File: config.mk
export PLATFORM = sky130hd
export DESIGN_NAME = sdio_cmd_ctrl
export DESIGN_NICKNAME = d
export VERILOG_FILES = /design/src/rtl/sdio_cmd_ctrl.sv
export SDC_FILE = /design/constraint.sdc
export NUM_CORES = 1
export LEC_CHECK = 0
export ABC_AREA = 1
export ABC_CLOCK_PERIOD_IN_PS = 6400
export CAP_MARGIN = 10
export CORE_MARGIN = 8
export CORE_UTILIZATION = 60
export DETAILED_ROUTE_END_ITERATION = 16
export GPL_TIMING_DRIVEN = 0
export PLACE_DENSITY_LB_ADDON = 0.05
export SYNTH_ARGS = -nofsm -noshare
export SYNTH_HDL_FRONTEND = slang
export SYNTH_SLANG_ARGS = --single-unit
File: constraint.sdc
create_clock -name sd_clk -period 6.4 [get_ports sd_clk]
set_input_delay 1.28 -clock sd_clk [delete_from_list [all_inputs] [get_ports sd_clk]]
set_output_delay 1.28 -clock sd_clk [all_outputs]
set_load 0.02 [all_outputs]
File: src/rtl/sdio_cmd_ctrl.sv
// Host-side SD/SDIO CMD line sequencer: sends a 48-bit command frame, then collects
// and checks the card response (none, short, long) and reports the outcome.
module sdio_cmd_ctrl #(
    parameter int MAXLAT    = 64,
    parameter int SHORT_LEN = 48,
    parameter int LONG_LEN  = 136
) (
    input  logic         sd_clk,
    input  logic         rst,
    input  logic         sd_en,
    input  logic         start_i,
    input  logic [5:0]   cmd_idx_i,
    input  logic [31:0]  arg_i,
    input  logic [1:0]   resp_type_i,
    input  logic         cmd_in_i,
    output logic         cmd_out_o,
    output logic         cmd_oe_o,
    output logic         busy_o,
    output logic         done_o,
    output logic         timeout_o,
    output logic         crc_err_o,
    output logic [5:0]   resp_idx_o,
    output logic [119:0] resp_o
);

    localparam logic [2:0] S_IDLE      = 3'd0;
    localparam logic [2:0] S_SEND      = 3'd1;
    localparam logic [2:0] S_WAIT_RESP = 3'd2;
    localparam logic [2:0] S_RECV      = 3'd3;
    localparam logic [2:0] S_DONE      = 3'd4;

    localparam int         LAT_W     = $clog2(MAXLAT + 1);
    localparam logic [7:0] SHORT_N   = 8'(SHORT_LEN);
    localparam logic [7:0] LONG_N    = 8'(LONG_LEN);
    // CRC windows in 1-based received-bit numbers (bit 1 = start bit)
    localparam logic [7:0] SHORT_CRC_LAST = 8'(SHORT_LEN - 8);
    localparam logic [7:0] LONG_CRC_FIRST = 8'(LONG_LEN - 127);
    localparam logic [7:0] LONG_CRC_LAST  = 8'(LONG_LEN - 8);

    logic [2:0]       state;
    logic [1:0]       rtype;
    logic [47:0]      tx_shift;
    logic [5:0]       tx_cnt;
    logic [LAT_W-1:0] lat_cnt;
    logic [7:0]       rx_cnt;
    logic [6:0]       rx_crc;
    logic [126:0]     rx_shift;

    logic [47:0]      cmd_frame;
    logic [7:0]       rx_num;
    logic [7:0]       frame_len;
    logic             rx_long;
    logic             crc_window;
    logic             crc_bad;

    function automatic logic [6:0] crc7_step(input logic [6:0] crc, input logic b);
        logic fb;
        fb = b ^ crc[6];
        return {crc[5:3], crc[2] ^ fb, crc[1:0], fb};
    endfunction

    function automatic logic [6:0] crc7_40(input logic [39:0] d);
        logic [6:0] c;
        c = 7'd0;
        for (int i = 39; i >= 0; i--) c = crc7_step(c, d[i]);
        return c;
    endfunction

    always_comb begin
        cmd_frame  = {2'b01, cmd_idx_i, arg_i, crc7_40({2'b01, cmd_idx_i, arg_i}), 1'b1};
        rx_num     = rx_cnt + 8'd1;
        rx_long    = (rtype == 2'd2);
        frame_len  = rx_long ? LONG_N : SHORT_N;
        crc_window = rx_long ? (rx_num >= LONG_CRC_FIRST && rx_num <= LONG_CRC_LAST)
                             : (rx_num <= SHORT_CRC_LAST);
        // rx_shift still holds the previous bits, so [6:0] are frame bits 7..1 on the last bit
        crc_bad    = (rtype != 2'd3) && (rx_crc != rx_shift[6:0]);
    end

    // NOTE: sequential state uses non-blocking assignments so every register samples
    // pre-edge values; blocking here would create order-dependent simulation races.
    always_ff @(posedge sd_clk or negedge rst) begin
        if (!rst) begin
            state      <= S_IDLE;
            rtype      <= 2'd0;
            tx_shift   <= '0;
            tx_cnt     <= '0;
            lat_cnt    <= '0;
            rx_cnt     <= '0;
            rx_crc     <= '0;
            rx_shift   <= '0;
            cmd_out_o  <= 1'b1;
            cmd_oe_o   <= 1'b0;
            busy_o     <= 1'b0;
            done_o     <= 1'b0;
            timeout_o  <= 1'b0;
            crc_err_o  <= 1'b0;
            resp_idx_o <= '0;
            resp_o     <= '0;
        end else if (!sd_en) begin
            state     <= S_IDLE;
            cmd_out_o <= 1'b1;
            cmd_oe_o  <= 1'b0;
            busy_o    <= 1'b0;
            done_o    <= 1'b0;
        end else begin
            done_o <= 1'b0;
            case (state)
                S_IDLE: begin
                    cmd_out_o <= 1'b1;
                    cmd_oe_o  <= 1'b0;
                    if (start_i) begin
                        rtype     <= resp_type_i;
                        cmd_out_o <= cmd_frame[47];
                        cmd_oe_o  <= 1'b1;
                        tx_shift  <= {cmd_frame[46:0], 1'b0};
                        tx_cnt    <= 6'd47;
                        busy_o    <= 1'b1;
                        timeout_o <= 1'b0;
                        crc_err_o <= 1'b0;
                        resp_o    <= '0;
                        state     <= S_SEND;
                    end
                end

                S_SEND: begin
                    if (tx_cnt == 6'd0) begin
                        cmd_out_o <= 1'b1;
                        cmd_oe_o  <= 1'b0;
                        lat_cnt   <= '0;
                        if (rtype == 2'd0) begin
                            done_o <= 1'b1;
                            busy_o <= 1'b0;
                            state  <= S_DONE;
                        end else begin
                            state <= S_WAIT_RESP;
                        end
                    end else begin
                        cmd_out_o <= tx_shift[47];
                        tx_shift  <= {tx_shift[46:0], 1'b0};
                        tx_cnt    <= tx_cnt - 6'd1;
                    end
                end

                S_WAIT_RESP: begin
                    if (!cmd_in_i) begin
                        // start bit is 0, so both the shift register and CRC start from zero
                        rx_cnt   <= 8'd1;
                        rx_crc   <= 7'd0;
                        rx_shift <= '0;
                        state    <= S_RECV;
                    end else if (lat_cnt == LAT_W'(MAXLAT - 1)) begin
                        timeout_o <= 1'b1;
                        done_o    <= 1'b1;
                        busy_o    <= 1'b0;
                        state     <= S_DONE;
                    end else begin
                        lat_cnt <= lat_cnt + 1'b1;
                    end
                end

                S_RECV: begin
                    rx_shift <= {rx_shift[125:0], cmd_in_i};
                    rx_cnt   <= rx_num;
                    if (crc_window) rx_crc <= crc7_step(rx_crc, cmd_in_i);
                    if (rx_num == frame_len) begin
                        crc_err_o <= !cmd_in_i || crc_bad;
                        if (rx_long) begin
                            resp_idx_o <= 6'h3F;
                            resp_o     <= rx_shift[126:7];
                        end else begin
                            resp_idx_o <= rx_shift[44:39];
                            resp_o     <= {88'd0, rx_shift[38:7]};
                        end
                        done_o <= 1'b1;
                        busy_o <= 1'b0;
                        state  <= S_DONE;
                    end
                end

                S_DONE: state <= S_IDLE;

                default: state <= S_IDLE;
            endcase
        end
    end

endmodule

-- Word-level counts from Yosys, hierarchy flattened
Index checks and enable logic that the tools add are counted.
- output and inout port bits: 132
- word-level logic and storage cells: 205
- bits of input ports: 45
- bits in registers: 340
- reduce and logical (&&, ||, !) cells: 23
- order comparisons: 3
- $add $sub $neg: 3
- multiplexer cells: 61
- bitwise operators: 73
- equality and inequality tests: 26
- operators by type and width (kind ; count):
    120-bit 2-to-1 mux ; 3
    127-bit case mux with 2 select lines ; 1
    120-bit case mux with 2 select lines ; 1
    127-bit 2-to-1 mux ; 1
    48-bit 2-to-1 mux ; 2
    48-bit case mux with 2 select lines ; 1
    1-bit bitwise XOR ; 71
    7-bit 2-to-1 mux ; 5
    7-bit case mux with 2 select lines ; 2
    1-bit 2-to-1 mux ; 24
    3-bit 2-to-1 mux ; 7
    2-bit != test, second input constant ; 10
    6-bit 2-to-1 mux ; 3
    3-bit != test, second input constant ; 6
    8-bit 2-to-1 mux ; 2
    8-bit case mux with 2 select lines ; 1
    4-bit AND reduction ; 4
    3-bit case mux with 4 select lines ; 1
    6-bit case mux with 2 select lines ; 1
    5-bit AND reduction ; 2
    2-bit nonzero test ; 5
    3-bit AND reduction ; 3
    8-bit by 1-bit adder with 8-bit output, second input constant ; 1
    8-bit equality test ; 1
    other kinds (25) ; 31

-- Depth between registers and ports, before layout
- depth in word-level cells: 20
- gate-level depth with buffers: 28

-- Worst setup path after synthesis
OpenSTA, ideal clock, no wires.
- path kind: input to register
- start: in arg_i[31]
- end: reg tx_shift[5]
- path slack: 3350 ps
- stages: 27
- data arrival time: 2933 ps
- data required time: 6283 ps
- cell sequence: inv_1 -> nand2_1 -> nand2_1 -> nand2_1 -> inv_1 -> nor2_2 -> nand2_1 -> nand2_1 -> nand2_1 -> nand2_1 -> inv_1 -> nand2_1 -> nand2_1 -> nand2_1 -> nand2_1 -> inv_1 -> nand2_1 -> nand2_2 -> nand3_1 -> nand2_1 -> inv_1 -> nand2_1 -> nand2_1 -> nand2_1 -> nand3_1 -> nand2_1 -> nand2_1
- cells in the longest elaborated chain, start to end: 18
- RTL lines (item ; line ; text):
    from (decl) ; 13 ; input logic [31:0] arg_i,
    1-bit bitwise XOR (*) ; 58 ; fb = b ^ crc[6];
    1-bit bitwise XOR ; 59 ; return {crc[5:3], crc[2] ^ fb, crc[1:0], fb};
    1-bit bitwise XOR ; 58 ;
    1-bit bitwise XOR ; 59 ;
    1-bit bitwise XOR ; 58 ;
    1-bit bitwise XOR ; 59 ;
    1-bit bitwise XOR ; 58 ;
    1-bit bitwise XOR ; 59 ;
    [2 not listed] ; n/a ;
    1-bit bitwise XOR ; 58 ;
    1-bit bitwise XOR ; 59 ;
    1-bit bitwise XOR ; 58 ;
    1-bit bitwise XOR ; 59 ;
    1-bit bitwise XOR ; 58 ;
    1-bit bitwise XOR (*) ; 59 ;
    48-bit 2-to-1 mux (*) ; 112 ; if (start_i) begin
    48-bit case mux with 2 select lines (*) ; 108 ; case (state)
    to (signal assigned) ; 116 ; tx_shift <= {cmd_frame[46:0], 1'b0};
    to (signal assigned) ; 140 ; tx_shift <= {tx_shift[46:0], 1'b0};
    to (decl) ; 42 ; logic [47:0] tx_shift;
Every way passes the cells marked *; elsewhere a longest branch is shown, timed or not. The select of a mux whose other input is x is not followed.
A chain may end at the register's enable or synchronous reset.

-- Worst setup path in the final report
- start: in sd_en
- end: reg rx_shift[23]
- cells in the longest elaborated chain, start to end: 1
- RTL lines (item ; line ; text):
    from (decl) ; 10 ; input logic sd_en,
    3-bit AND reduction (no source line) ; n/a ;
    to (signal assigned) ; 163 ; rx_shift <= {rx_shift[125:0], cmd_in_i};
    to (decl) ; 47 ; logic [126:0] rx_shift;
Every way passes these cells.

==> flow_summary.yaml <==
placement:
  dp_hpwl_um: 27700
  portBuffers: 176
  place.gp.congestion: 0.873
worst_setup_path:
  cp_top_family: "buffers and inverters"
  cp-start-kind: "input port"
  r2r_end: "rx_shift[23]$_DFFE_PN0P_"
  reg2reg_from: "state[2]$_DFFE_PN0P_"
  worst-r2r-cell-count: 10
  crit_path_max_fanout: 10
  slowest_stage: "clkdlybuf4s50_1"
  crit_arrival_ns: 4.05
  critPathKind: "in -> reg"
  cp_data_required_time_ns: 6.82
  cp.buffers_inverters: 6
  regToRegSetupSlack_ns: 3.16
  critPathCaptureType: "register"
  cp_slowest_stage_delay_ns: 0.54
  cp_common_cell: "clkbuf_1"
  crit_path_cell_trace: "clkdlybuf4s50_1, clkbuf_1, clkinv_1, nor2_1, inv_1, clkbuf_1, clkbuf_1, o22ai_1"
timing:
  layout_min_cycle_time_ns: 3.63
  max_freq_mhz: 275
  fin_skew_ns: 0.0170
  setup_viol: 0
  worst_pin_slew_ns: 0.966
  max_slew_margin: 0.354
  holdWs_ns: 0.480
  fin_crit_sh: 0.567
  maxSlewViolCount: 0
  rsz0062_at_grt: "false"
  hold_viol: 0
clock_tree:
  root_buffer: "clkbuf_16"
  post_cts_buffers: 0
  cts_sinks: 339
  clk_pin_slew_worst_paths_ns: 0.06
  h-tree-depth: 2
  cts_resized: 0
  cts_tree: "built"
  ctsHoldBuffers: 0
  cts_buffer_depth: 3
  clk_latency_ns: 0.52
  numCtsBuffers: 36
hold_path:
  worstHoldPathType: "reg -> reg"
  hold_depth: 2
  min_to: "resp_o[88]$_DFFE_PN0P_"
  hold_start: "resp_o[88]$_DFFE_PN0P_"
power:
  p_switching_mw: 3.13
  peakVddDrop_mv: 0.252
  netSwitchingFraction: 0.383
  p_seq_frac: 0.384
  p_clk_frac: 0.269
  p_comb_frac: 0.347
  internal-power_mw: 5.03
  powerDensity_nw_per_um2: 424
  p_leak_nw: 8.73
  power_mw: 8.16
logic_synthesis:
  synth_top_area_share: 0.539
  syn_area_um2: 15700
  yosysTopAreaCell: "dfrtp_1"
  syn_nets: 1887
  ys_types: 43
  netlist_instances: 1837
  ys_seq_area_frac: 0.540
  ys_seq_elements: 339
  synth.avg_cell_area_um2: 8.55
  yosys_warnings: 0
  synth.area.top_cells: "dfrtp_1, nand2_1, nand3_1"
global_route:
  grt.total_usage: 0.246
  grt_pass1_wl_um: 64300
  grt_pass1_vias: 13300
  grt_max_degree: 116
  grt-ovfl-total: 0
  antenna_found_initial: 0
routing:
  vias: 13300
  drtPass1Iterations: 5
  wirelength_um: 38700
  drt_iter0_markers: 1049
  via_per_inst: 5.52
  route.antenna.remaining_nets: 0
  drc_errors: 0
  routedWlPerCell_um: 16.0
floorplanning:
  fp.coreArea_um2: 25900
  boundaryPins: 177
  num_rows: 59
  dieWidth_um: 178
  die_area_um2: 31600
  start_util: 0.606
  die_y_um: 178
outcome:
  status: "complete, no violations"
layout:
  area_growth_pct: 22.3
  final_common_cell: "nand2_1"
  diodes: 0
  regArea_um2: 8480
  multi_input_area_um2: 5860
  fin_nets: 2103
  fillCellCount: 1938
  drive_gt1_frac: 0.0692
  final_cell_mix: "nand2_1, dfrtp_1, inv_1"
job:
  cap_violations: 0
per-stage QoR:
| stage | std cells | instance area, um2 | utilization | setup WS, ns | TNS, ns |
|---|---|---|---|---|---|
| floorplan | 1837 | 15700 | - | 3.35 | 0 |
| global placement | 2348 | 17900 | 0.690 | -10.35 | -3493.01 |
| detailed placement | 2350 | 17900 | 0.693 | 2.28 | 0 |
| CTS | 2415 | 19200 | 0.742 | 2.78 | 0 |
| global route | 2415 | 19200 | 0.742 | 2.45 | 0 |
| finish | 2415 | 19200 | 0.742 | 2.77 | 0 |
flip-flops by register name, indices dropped and copies added, names as in the netlist:
name,count
busy_o,1
cmd_oe_o,1
cmd_out_o,1
crc_err_o,1
done_o,1
lat_cnt,7
resp_idx_o,6
resp_o,120
rtype,2
rx_cnt,8
rx_crc,7
rx_shift,127
state,3
timeout_o,1
tx_cnt,6
tx_shift,47
power by group through the flow:
stage	Clock [mW]	Combinational, mW	Sequential (mW)
floorplan	0	1.91	3.15
global placement	0	2.72	3.14
detailed placement	0	2.80	3.16
CTS	2.22	2.84	3.13
global route	2.30	3.20	3.19
finish	2.19	2.83	3.13
worst max-delay path by stage:
stage                  from                  endpoint  slack [ns]  cells past startpoint
6_report              sd_en  rx_shift[23]$_DFFE_PN0P_        2.77                      8
2_1_floorplan     arg_i[31]   tx_shift[5]$_DFFE_PN0P_        3.35                     27
5_1_grt        cmd_idx_i[2]   tx_shift[7]$_DFFE_PN0P_        2.45                     25
3_5_place_dp          sd_en  rx_shift[25]$_DFFE_PN0P_        2.28                      8
3_3_place_gp            rst    resp_o[20]$_DFFE_PN0P_      -10.35                      1
4_1_cts               sd_en  rx_shift[23]$_DFFE_PN0P_        2.78                      8
Yosys cell counts, drive strengths merged:
library cell and n:
o311ai 1, o22ai 47, clkbuf 80, nor3 7
nand2 452, a211oi 1, a31oi 1, nor3b 2
o21ai 216, nand4 3, nor4 6, dfstp 1
nand3b 7, o211ai 40, buf 30, inv 237
nor2 55, clkinv 2, ha 5, dfrtp 338
nand3 195, a22oi 1, or2 2, a221oi 1
xor2 9, xnor2 8, a21oi 11, a2bb2oi 1
o2111ai 1, o31ai 77
cells by family after synthesis:
family,after synthesis,share of synthesized area
and+or+nand+nor,729,0.198
AOI/OAI and AO/OA,398,0.160
buffers and inverters,349,0.0869
DFF,339,0.540
xor gates and xnor gates,17,0.0104
adders and majority gates,5,0.00398
per-layer routing:
metal / GRT usage / routed length (um) / vias to the layer above
met5: 0 / 0 / -
met4: 0.0771 / 838 / 0
met3: 0.0383 / 2110 / 61
met2: 0.415 / 18800 / 364
met1: 0.324 / 17000 / 6413
li1: - / - / 6504
cell type report:
class | instances | area share
multi-input combinational | 1149 | 0.305
timing repair buffer | 178 | 0.0948
inverter | 239 | 0.0467
sequential | 339 | 0.442
clock buffer | 55 | 0.0575
clock inverter | 10 | 0.00853
tap | 335 | 0.0218
buffer | 110 | 0.0244
tightest hold or removal path: stages, from the launching register on:
cell     delay [ns]
dfrtp_1        0.34
nand2_1        0.05
o21ai_0        0.06
Power figures use the tool's default switching activity.
